<file path="config.mk">
export PLATFORM = sky130hd
export DESIGN_NAME = seg_scan_ctrl
export DESIGN_NICKNAME = d
export VERILOG_FILES = /design/src/rtl/seg_scan_ctrl.sv
export SDC_FILE = /design/constraint.sdc
export NUM_CORES = 1
export LEC_CHECK = 0
export BUFFER_PORTS_ARGS = -buffer_cell sky130_fd_sc_hd__buf_4
export CORE_ASPECT_RATIO = 0.8
export CORE_MARGIN = 10
export CORE_UTILIZATION = 30
export DETAILED_ROUTE_END_ITERATION = 8
export PLACE_DENSITY = 0.52
export SLEW_MARGIN = 20
export SYNTH_ARGS = -nofsm -noshare
export SYNTH_HDL_FRONTEND = slang
export SYNTH_SLANG_ARGS = --single-unit
</file>
<file path="constraint.sdc">
create_clock -name clk -period 2.7 [get_ports clk]
set_clock_uncertainty 0.05 [all_clocks]
set_input_delay 0.135 -clock clk [delete_from_list [all_inputs] [get_ports clk]]
set_output_delay 0.135 -clock clk [all_outputs]
set_load 0.02 [all_outputs]
</file>
<file path="src/rtl/seg_scan_ctrl.sv">
//==============================================================================
// Module      : seg_scan_ctrl
// Description : Time-multiplexed seven-segment scan controller. Upstream logic
//               writes digits into a shadow bank via valid/ready and commits
//               them as a unit. The shadow bank is copied to the active bank
//               only at a frame boundary, so no partial update is ever shown.
//               Optional macro SEG_DP_EN adds a per-digit decimal point.
// Revision    : 1.0 - initial release
//==============================================================================
`default_nettype none

module seg_scan_ctrl #(
  parameter int NUM_DIGITS = 4,
  parameter int IDX_W      = 2,
  parameter int SCAN_DIV   = 50000,
  parameter int BLANK_CYC  = 16,
  parameter int CNT_W      = 16
) (
  input  logic                  clk,
  input  logic                  rst_n,
  input  logic                  upd_valid,
  output logic                  upd_ready,
  input  logic [IDX_W-1:0]      upd_idx,
  input  logic [2:0]            upd_code,
  input  logic                  upd_sym,
  input  logic                  upd_commit,
`ifdef SEG_DP_EN
  input  logic                  upd_dp,
  output logic                  dp,
`endif
  output logic [NUM_DIGITS-1:0] an,
  output logic [6:0]            seg,
  output logic [IDX_W-1:0]      cur_idx
);

  // Entry layout: {[dp,] sym, code[2:0]}
`ifdef SEG_DP_EN
  localparam int c_ent_w = 5;
`else
  localparam int c_ent_w = 4;
`endif

  localparam logic [CNT_W-1:0]      c_blank_last = CNT_W'(BLANK_CYC - 1);
  localparam logic [CNT_W-1:0]      c_scan_last  = CNT_W'(SCAN_DIV - 1);
  localparam logic [IDX_W-1:0]      c_last_idx   = IDX_W'(NUM_DIGITS - 1);
  localparam logic [NUM_DIGITS-1:0] c_one        = NUM_DIGITS'(1);

  typedef enum logic [0:0] {
    ST_BLANK = 1'b0,
    ST_DRIVE = 1'b1
  } state_t;

  state_t                  r_state;
  state_t                  w_state_nxt;
  logic [CNT_W-1:0]        r_cnt;
  logic [CNT_W-1:0]        w_cnt_nxt;
  logic [IDX_W-1:0]        r_cur_idx;
  logic [IDX_W-1:0]        w_idx_nxt;
  logic [NUM_DIGITS-1:0]   r_an;
  logic [NUM_DIGITS-1:0]   w_an_nxt;
  logic [6:0]              r_seg;
  logic [6:0]              w_seg_nxt;
  logic                    w_wrap;
  logic                    r_pending;
  logic [c_ent_w-1:0]      r_shadow [NUM_DIGITS];
  logic [c_ent_w-1:0]      r_active [NUM_DIGITS];
  logic [c_ent_w-1:0]      w_cur_ent;
  logic [c_ent_w-1:0]      w_wr_ent;

`ifdef SEG_DP_EN
  logic r_dp;
  logic w_dp_nxt;
  assign w_wr_ent = {upd_dp, upd_sym, upd_code};
  assign dp       = r_dp;
`else
  assign w_wr_ent = {upd_sym, upd_code};
`endif

  assign w_cur_ent = r_active[r_cur_idx];
  assign upd_ready = ~r_pending;
  assign an        = r_an;
  assign seg       = r_seg;
  assign cur_idx   = r_cur_idx;

  // Active-low seven-segment pattern {a..g}; an invalid symbol or code 0 is blank
  function automatic logic [6:0] seg_decode(input logic sym, input logic [2:0] code);
    logic [6:0] pat;
    pat = 7'b1111111;
    if (sym) begin
      case (code)
        3'd1:    pat = 7'b1001111;
        3'd2:    pat = 7'b0010010;
        3'd3:    pat = 7'b0000110;
        3'd4:    pat = 7'b1001100;
        3'd5:    pat = 7'b0100100;
        3'd6:    pat = 7'b1100000;
        3'd7:    pat = 7'b0001111;
        default: pat = 7'b1111111;
      endcase
    end
    return pat;
  endfunction

  // Scan FSM state, phase counter, digit index and registered display outputs
  always_ff @(posedge clk) begin
    if (!rst_n) begin
      r_state   <= ST_BLANK;
      r_cnt     <= '0;
      r_cur_idx <= '0;
      r_an      <= '1;
      r_seg     <= '1;
`ifdef SEG_DP_EN
      r_dp      <= 1'b1;
`endif
    end else begin
      r_state   <= w_state_nxt;
      r_cnt     <= w_cnt_nxt;
      r_cur_idx <= w_idx_nxt;
      r_an      <= w_an_nxt;
      r_seg     <= w_seg_nxt;
`ifdef SEG_DP_EN
      r_dp      <= w_dp_nxt;
`endif
    end
  end

  // Next state and next outputs; outputs follow the state being entered
  always_comb begin
    w_state_nxt = r_state;
    w_cnt_nxt   = r_cnt + 1'b1;
    w_idx_nxt   = r_cur_idx;
    w_wrap      = 1'b0;
    w_an_nxt    = '1;
    w_seg_nxt   = 7'b1111111;
`ifdef SEG_DP_EN
    w_dp_nxt    = 1'b1;
`endif
    case (r_state)
      ST_BLANK: begin
        if (r_cnt == c_blank_last) begin
          w_state_nxt = ST_DRIVE;
          w_cnt_nxt   = '0;
        end
      end
      ST_DRIVE: begin
        if (r_cnt == c_scan_last) begin
          w_state_nxt = ST_BLANK;
          w_cnt_nxt   = '0;
          w_idx_nxt   = r_cur_idx + 1'b1;
          w_wrap      = (r_cur_idx == c_last_idx);
        end
      end
      default: begin
        w_state_nxt = ST_BLANK;
        w_cnt_nxt   = '0;
      end
    endcase
    // The index only changes when leaving DRIVE, so r_cur_idx is the digit
    // that will be driven whenever the next state is DRIVE.
    if (w_state_nxt == ST_DRIVE) begin
      w_an_nxt  = ~(c_one << r_cur_idx);
      w_seg_nxt = seg_decode(w_cur_ent[3], w_cur_ent[2:0]);
`ifdef SEG_DP_EN
      w_dp_nxt  = ~w_cur_ent[4];
`endif
    end
  end

  // Shadow writes, commit handshake and tear-free bank swap at frame wrap
  always_ff @(posedge clk) begin
    if (!rst_n) begin
      r_shadow  <= '{default: '0};
      r_active  <= '{default: '0};
      r_pending <= 1'b0;
    end else begin
      // Writes are blocked while pending, so the swap never races a write
      if (w_wrap && r_pending) begin
        r_active  <= r_shadow;
        r_pending <= 1'b0;
      end
      if (upd_valid && !r_pending) begin
        r_shadow[upd_idx] <= w_wr_ent;
      end
      if (upd_commit && !r_pending) begin
        r_pending <= 1'b1;
      end
    end
  end

endmodule

`default_nettype wire

</file>
==> results_dict.tcl, run 1 <==
set metrics [dict create \
    r2r_end "r_active[3]" \
    clockPowerShare 0.524 \
    cp_max_fo 18 \
    postCtsSetupRepairBufs 0 \
    post_cts_resized 0 \
    start_util 0.308 \
    postLayoutCellArea_sq_mm 0.00329 \
    powerDensity_mw_per_mm2 649 \
    n_antenna_cell 0 \
    gr-total-overflow 0 \
    ctsLongestPathBuffers 2 \
    fmax_mhz 493 \
    synth_nets 303 \
    fin_total_pwr_mw 2.14 \
    cp-start-kind "flop" \
    vdd_drop_max_uv 325 \
    period_share 0.751 \
    grt_max_degree 51 \
    dp_cells 405 \
    timing.slew.headroom 0.505 \
    synth_cells 288 \
    cts_made_buffers 9 \
    grt.total_usage 0.0943 \
    clock_sinks 63 \
    dpl_cell_area_sq_mm 0.00300 \
    portBuffers 23 \
    wl_per_cell_microns 15.0 \
    num_rows 31 \
    die_w_microns 128 \
    syn_area_sq_mm 0.00279 \
    hold_class "input pin to flop" \
    p_switching_uw 432 \
    ys_seq_elements 63 \
    clock_latency_ps 320 \
    drive_gt1_frac 0.167 \
    dr.pass1.iters 4 \
    cp-end-kind "flop" \
    setup_viol 0 \
    cp.arrival_ps 2230 \
    netSwitchingFraction 0.202 \
    status "completed" \
    cts_tree "done" \
    worstSetupStartpoint "r_cnt[0]" \
    drt_iter0_markers 133 \
    min_period_ps 2030 \
    reg2reg_depth 5 \
    core_area_sq_mm 0.00904 \
    grt_pass1_vias 2093 \
    routabilityCongestion 0.744 \
    die_area_sq_mm 0.0136 \
    timing.rr.start "r_cnt[0]" \
    vias_per_cell 5.15 \
    tightest_slew_ps 743 \
    synth_cell_type_count 37 \
    criticalPathCategory "flop to flop" \
    clkTransAtPathRegs_ps 50 \
    area_growth_syn_to_layout_pct 18.1 \
    place_hpwl_microns 4200 \
    dieHeight_microns 106 \
    ff2ff_setup_slack_ps 670 \
    cts-root-buf "clkbuf_16" \
    maxCapViolations 0 \
    cts-hold-fix-buffers 0 \
    grt_pass1_wl_microns 10700 \
    rsz0062_at_grt "false" \
    cp-endpoint "r_active[3]" \
    hold_viol_final 0 \
    pin_count 24 \
    pwr-share-seq 0.446 \
    antenna_left 0 \
    routed_wl_microns 6300 \
    combPwrFrac 0.030 \
    finalNetCount 316 \
    via_count 2170 \
    h-tree-depth 3 \
    grt_antenna_before_repair 0 \
    slew_viol_final 0 \
    fin_setup_tns_ps 0 \
    syn_avg_cell_area_sq_um 9.68 \
    intPower_mw 1.70 \
    yosysSeqAreaShare 0.453 \
    crit_required_ps 2900 \
    ys_warn_count 0 \
    final_cells 421 \
    drc 0 \
    p_leak_nw 1.17 \
]
[worst max-delay path, stage by stage (launching register included)]
cell	delay, ps
dfxtp_1	350
ha_1	320
and3_1	270
and3_1	620
nand4_1	170
a21oi_1	170
[layout by cell type, fill, tap and decap left out, types with 6 or more instances in the layout]
cell type / instances
a21oi_1: 18
buf_4: 29
clkbuf_16: 9
dfxtp_1: 63
inv_1: 7
mux2i_1: 16
nand2_1: 6
nand3_1: 9
nand4_1: 24
nor2_1: 19
nor3_1: 17
o211ai_1: 9
o31ai_1: 16
xor2_1: 11
[cells by family (layout without fill, tap and decap cells)]
kind of cell	count (synthesis)	count (layout)	synth area share
and+or+nand+nor	94	94	0.189
adders and majority gates	5	5	0.0225
AOI/OAI and AO/OA	57	57	0.137
muxes	20	20	0.0898
buffers and inverters	34	52	0.0629
xor gates and xnor gates	15	15	0.0471
DFF	63	63	0.453
[power by group through the flow]
stage | sequential, mW | clock, mW | combinational [mW]
after global placement | 0.971 | 0 | 0.0647
after detailed placement | 0.971 | 0 | 0.0650
after global routing | 0.952 | 1.19 | 0.0717
after floorplan | 0.968 | 0 | 0.0392
final | 0.952 | 1.12 | 0.0647
after CTS | 0.951 | 1.15 | 0.0653
[registers in the layout (all words and copies together), names as in the netlist]
register   cells
seg            7
r_state        1
cur_idx        2
r_cnt         16
an             4
r_active      16
r_shadow      16
r_pending      1
[through the flow]
step	setup slack, ps	utilization	hold slack [ps]
global placement	743	0.332	345
global route	481	0.364	18.3
detailed placement	679	0.332	346
floorplan	874	-	184
CTS	665	0.364	15.1
finish	674	0.364	24.7
[area by class of cell]
| type | instances | area, sq um |
|---|---|---|
| Timing Repair Buffer | 29 | 218 |
| Sequential cell | 63 | 1260 |
| Clock buffer | 12 | 246 |
| Clock inverter | 4 | 45.0 |
| Tap cell | 115 | 144 |
| Multi-Input combinational cell | 191 | 1350 |
| Inverter | 7 | 26.3 |
| Fill cell | 908 | 5750 |
[worst min path at each step]
stage	from	to	slack, ps	depth (start not counted)
floorplan	rst_n	an[0]	180	1
global placement	upd_sym	r_shadow[3]	350	3
detailed placement	upd_commit	r_pending	350	3
CTS	rst_n	an[3]	20	2
global route	rst_n	an[2]	20	2
finish	rst_n	an[3]	20	2
[per-layer routing]
metal / up-vias / GRT usage / wire length, microns
met3: 2 / 0.0233 / 306
li1: 1095 / - / -
met4: 0 / 0.0514 / 47
met5: - / 0 / 0
met2: 42 / 0.137 / 2770
met1: 1031 / 0.125 / 3180
[synth_stat cells]
cell type	n	area, sq um
dfxtp_1	63	1260
nand4_1	24	150
nor2_1	19	71.3
a21oi_1	18	90.1
nor3_1	17	85.1
mux2i_1	16	160
o31ai_1	16	120
clkbuf_1	11	41.3
xor2_1	11	96.3
nand3_1	9	45.0
o211ai_1	9	67.6
buf_2	8	40.0
inv_1	7	26.3
buf_4	6	45.0
nand2_1	6	22.5
and3_1	5	31.3
ha_1	5	62.6
and2_1	4	25.0
and4_1	4	35.0
mux4_2	4	90.1
o21ai_0	4	20.0
xnor2_1	4	35.0
buf_6	2	22.5
nor4bb_1	2	20.0
o21a_1	2	15.0
a211oi_2	1	12.5
a21boi_1	1	7.51
a21oi_2	1	8.76
a2bb2oi_1	1	8.76
nor4_1	1	6.26
nor4_2	1	12.5
nor4b_2	1	15.0
o2111ai_1	1	8.76
o21ai_1	1	5.00
o21bai_1	1	7.51
o221ai_1	1	8.76
or3_1	1	6.26
Power figures use the tool's default switching activity.
==> inputs of run 2 (changes only) <==
==> constraint.sdc (replaced) <==
create_clock -name clk -period 2 [get_ports clk]
set_clock_uncertainty 0.05 [all_clocks]
set_input_delay 0.1 -clock clk [delete_from_list [all_inputs] [get_ports clk]]
set_output_delay 0.1 -clock clk [all_outputs]
set_load 0.02 [all_outputs]
==> run 2 against run 1 <==
Critical path depth up 1. Utilization up 1.7 points. Register-to-register slack worse by 430 ps. Non-clock buffer count up 17. Via count up 0.92%. Sequential power up 34%. Highest routed layer unchanged. Sequential share of layout area down 1.7 points. Wire length down 1.8%. Die area unchanged. Combinational power up 58%.
==> results_dict.tcl, run 2 (synthesized netlist as in run 1, its figures left out) <==
set metrics [dict create \
    status "completed" \
    p_leak_nw 1.25 \
    crit_required_ps 2140 \
    dr.pass1.iters 4 \
    place_hpwl_microns 4210 \
    criticalPathCategory "flop to flop" \
    top_regs "r_active (16), r_cnt (16), r_shadow (16)" \
    slowest_delay_ps 340 \
    fmax_mhz 568 \
    maxCapViolations 0 \
    routabilityCongestion 0.744 \
    routed_wl_microns 6190 \
    postLayoutCellArea_sq_mm 0.00344 \
    combPwrFrac 0.035 \
    crit_family "simple AND/OR/NAND/NOR gates" \
    via_count 2190 \
    gr-total-overflow 0 \
    num_rows 31 \
    grt_max_degree 35 \
    rsz0062_at_grt "false" \
    hold_ws_ps 237 \
    cts_tree "done" \
    period_share 0.880 \
    clock_latency_ps 320 \
    drt_iter0_markers 186 \
    antenna_left 0 \
    portBuffers 23 \
    grt.total_usage 0.0958 \
    start_util 0.308 \
    vdd_drop_max_uv 413 \
    powerDensity_mw_per_mm2 849 \
    clockPowerShare 0.526 \
    vias_per_cell 5.01 \
    area_growth_syn_to_layout_pct 23.6 \
    timing.slew.headroom 0.599 \
    fin_setup_tns_ps 0 \
    clock_sinks 63 \
    h-tree-depth 3 \
    n_antenna_cell 0 \
    pin_count 24 \
    cp_max_fo 19 \
    slew_viol_final 0 \
    mostFrequentLayoutCells "dfxtp_1, buf_4, nand4_1" \
    clkTransAtPathRegs_ps 50 \
    core_area_sq_mm 0.00904 \
    path_buf_inv 1 \
    tightest_slew_ps 600 \
    drc 0 \
    intPower_mw 2.34 \
    drive_gt1_frac 0.196 \
    hold_class "input pin to flop" \
    cp-start-kind "flop" \
    critPathSlowestCell "dfxtp_1" \
    grt_pass1_wl_microns 10600 \
    grt_antenna_before_repair 0 \
    cp-end-kind "flop" \
    cts_made_buffers 9 \
    dpl_cell_area_sq_mm 0.00308 \
    die_w_microns 128 \
    finalNetCount 333 \
    p_switching_uw 579 \
    netSwitchingFraction 0.198 \
    ctsLongestPathBuffers 2 \
    crit_chain "ha_2, and3_1, nand3_1, buf_4, o31ai_1, a21oi_1" \
    grt_pass1_vias 2108 \
    min_period_ps 1760 \
    dieHeight_microns 106 \
    cp.arrival_ps 1900 \
    setup_viol 0 \
    hold_viol_final 0 \
    layout.cells.most_common "dfxtp_1" \
    wl_per_cell_microns 14.2 \
    cts-root-buf "clkbuf_16" \
    die_area_sq_mm 0.0136 \
    pwr-share-seq 0.439 \
]
-- run 2: power by group through the flow --
stage / logic [mW] / clock network, mW / registers, mW
final: 0.102 / 1.54 / 1.28
after global routing: 0.113 / 1.64 / 1.28
after CTS: 0.102 / 1.58 / 1.28
after detailed placement: 0.0915 / 0 / 1.31
after global placement: 0.0914 / 0 / 1.31
after floorplan: 0.0529 / 0 / 1.31
-- run 2: worst paths after layout --
kind | to | startpoint | cells past startpoint | slack, ps
max | r_active[10] | r_cnt[0] | 6 | 240
max reg2reg | r_active[10] | r_cnt[0] | 6 | 240
min reg2reg | r_cnt[0] | r_cnt[0] | 1 | 400
min | r_shadow[12] | upd_idx[1] | 5 | 240
-- run 2: worst reg2reg max path: stages, from the launching register on --
cell	delay [ps]
dfxtp_1	340
ha_2	250
and3_1	250
nand3_1	130
buf_4	240
o31ai_1	270
a21oi_1	100
-- run 2: metrics by stage --
step / cells / power (mW) / utilization / setup slack, ps
3_5_place_dp: 416 / 1.40 / 0.341 / 178
3_3_place_gp: 416 / 1.40 / 0.341 / 243
6_report: 437 / 2.92 / 0.381 / 240
5_1_grt: 437 / 3.04 / 0.381 / 37.3
2_1_floorplan: 288 / 1.36 / - / 174
4_1_cts: 437 / 2.97 / 0.381 / 167
-- run 2: final cells by class --
class	instances	area [sq um]
fillers	915	5590
inverters	7	26.3
flip-flops and latches	63	1260
repair buffers	46	360
multi-input cells	191	1350
well taps	115	144
clock inverters	3	42.5
clock buffers	12	256
-- run 2: what timing repair did --
action	in CTS	in global routing
hold endpoints to repair	14	0
gates resized for setup	0	1
hold buffers	6	0
setup buffers	0	0
endpoints found under the setup margin	0	6
-- run 2: metal layers --
| metal | wire length (microns) | track usage |
|---|---|---|
| met1 | 3110 | 0.132 |
| met4 | 45 | 0.0457 |
| met3 | 261 | 0.0308 |
| met2 | 2770 | 0.131 |
| met5 | 0 | 0 |
==> inputs of run 3 (changes only) <==
--- a/config.mk
+++ b/config.mk
@@ -10,7 +10,6 @@
 export CORE_MARGIN = 10
 export CORE_UTILIZATION = 30
 export DETAILED_ROUTE_END_ITERATION = 8
-export PLACE_DENSITY = 0.52
 export SLEW_MARGIN = 20
 export SYNTH_ARGS = -nofsm -noshare
 export SYNTH_HDL_FRONTEND = slang
==> run 3 against run 2 <==
Clock power barely moved. Highest routed layer unchanged. Fmax decreased by 2.5%. Die area stayed put.
==> results_dict.tcl, run 3 (synthesized netlist as in run 1, its figures left out) <==
set metrics [dict create \
    period_share 0.902 \
    cp_max_fo 7 \
    rsz0062_at_grt "false" \
    finalWorstSetupSlack_ps 196 \
    pin_count 24 \
    min_period_ps 1800 \
    num_rows 31 \
    crit_required_ps 2150 \
    fmax_mhz 554 \
    clkTransAtPathRegs_ps 60 \
    cts_made_buffers 9 \
    powerDensity_mw_per_mm2 853 \
    n_antenna_cell 0 \
    fin_setup_tns_ps 0 \
    criticalPathCategory "flop to flop" \
    start_util 0.308 \
    die_area_sq_mm 0.0136 \
    clock_latency_ps 330 \
    dpl_cell_area_sq_mm 0.00308 \
    drt_iter0_markers 174 \
    cts_tree "done" \
    routabilityCongestion 0.758 \
    gr-total-overflow 0 \
    maxCapViolations 0 \
    grt_pass1_wl_microns 10800 \
    clock_sinks 63 \
    setup_viol 0 \
    antenna_left 0 \
    h-tree-depth 3 \
    postLayoutCellArea_sq_mm 0.00344 \
    die_w_microns 128 \
    cp-end-kind "flop" \
    drc 0 \
    path_buf_inv 0 \
    hold_viol_final 0 \
    vdd_drop_max_uv 609 \
    place_hpwl_microns 4280 \
    finalNetCount 331 \
    routed_wl_microns 6250 \
    portBuffers 23 \
    via_count 2231 \
    post-place-ws_ps 180 \
    drive_gt1_frac 0.196 \
    grt_antenna_before_repair 0 \
    crit_chain "mux4_2, a21boi_1, o21bai_1, o211ai_1" \
    timing.slew.headroom 0.592 \
    mostFrequentLayoutCells "dfxtp_1, buf_4, nand4_1" \
    postLayoutCoreUtil 0.381 \
    critPathSlowestCell "mux4_2" \
    crit_family "multiplexers" \
    cts-root-buf "clkbuf_16" \
    layout.cells.most_common "dfxtp_1" \
    dieHeight_microns 106 \
    slew_viol_final 0 \
    final_cells 436 \
    ctsLongestPathBuffers 2 \
    cp-start-kind "flop" \
    area_growth_syn_to_layout_pct 23.5 \
    hold_ws_ps 225 \
    wl_per_cell_microns 14.3 \
    slowest_delay_ps 640 \
    grt_max_degree 35 \
    dp_cells 414 \
    vias_per_cell 5.12 \
    grt.total_usage 0.0960 \
    core_area_sq_mm 0.00904 \
    status "completed" \
    fin_total_pwr_mw 2.94 \
    hold_class "input pin to flop" \
    grt_pass1_vias 2142 \
    p_leak_nw 1.24 \
    top_regs "r_active (16), r_cnt (16), r_shadow (16)" \
    cp.arrival_ps 1960 \
    dr.pass1.iters 4 \
    tightest_slew_ps 612 \
]
-- run 3: changes by cell type in the layout (fill, tap and decap cells not counted), sizes merged --
| cell | previous run | this run |
|---|---|---|
| clkbuf | 12 | 9 |
| buf | 40 | 38 |
| clkinv | 1 | 5 |
-- run 3: path summary, 6_finish.rpt --
path | from | endpoint | slack (ps) | cells after the start
min reg2reg | r_cnt[0] | r_cnt[0] | 400 | 1
max | cur_idx[0] | seg[0] | 200 | 4
min | upd_idx[0] | r_shadow[14] | 220 | 5
max reg2reg | cur_idx[0] | seg[0] | 200 | 4
-- run 3: timing repair --
action                     in CTS  in global routing
resized for setup               0                  1
setup endpoints to repair       0                  9
hold endpoints to repair       17                  0
buffers inserted                0                  0
hold buffers                    6                  0
-- run 3: tightest hold or removal path: stages --
cell and delay, ps:
buf_4 100, nor4b_2 40, buf_4 150, mux2i_1 110, nor2_1 70
-- run 3: per-layer routing --
metal | GRT usage | up-vias | share of wire
met1 | 0.125 | 1060 | 0.49
li1 | - | 1128 | -
met2 | 0.139 | 34 | 0.45
met5 | 0 | - | 0
met4 | 0.0385 | 0 | 0.017
met3 | 0.0367 | 9 | 0.045
-- run 3: final cells by class --
cell class              instances  area [sq um]
inverters                       7          26.3
clock inverters                 7          73.8
multi-input cells             191          1350
fillers                       896          5600
repair buffers                 44           358
clock buffers                   9           225
flip-flops and latches         63          1260
well taps                     115           144
-- run 3: power breakdown --
part | switching, mW | leakage [nW] | total, mW | internal (mW)
combinational | 0.0532 | 0.587 | 0.104 | 0.0506
clock | 0.584 | 0.145 | 1.55 | 0.965
sequential | 0.0123 | 0.510 | 1.28 | 1.27
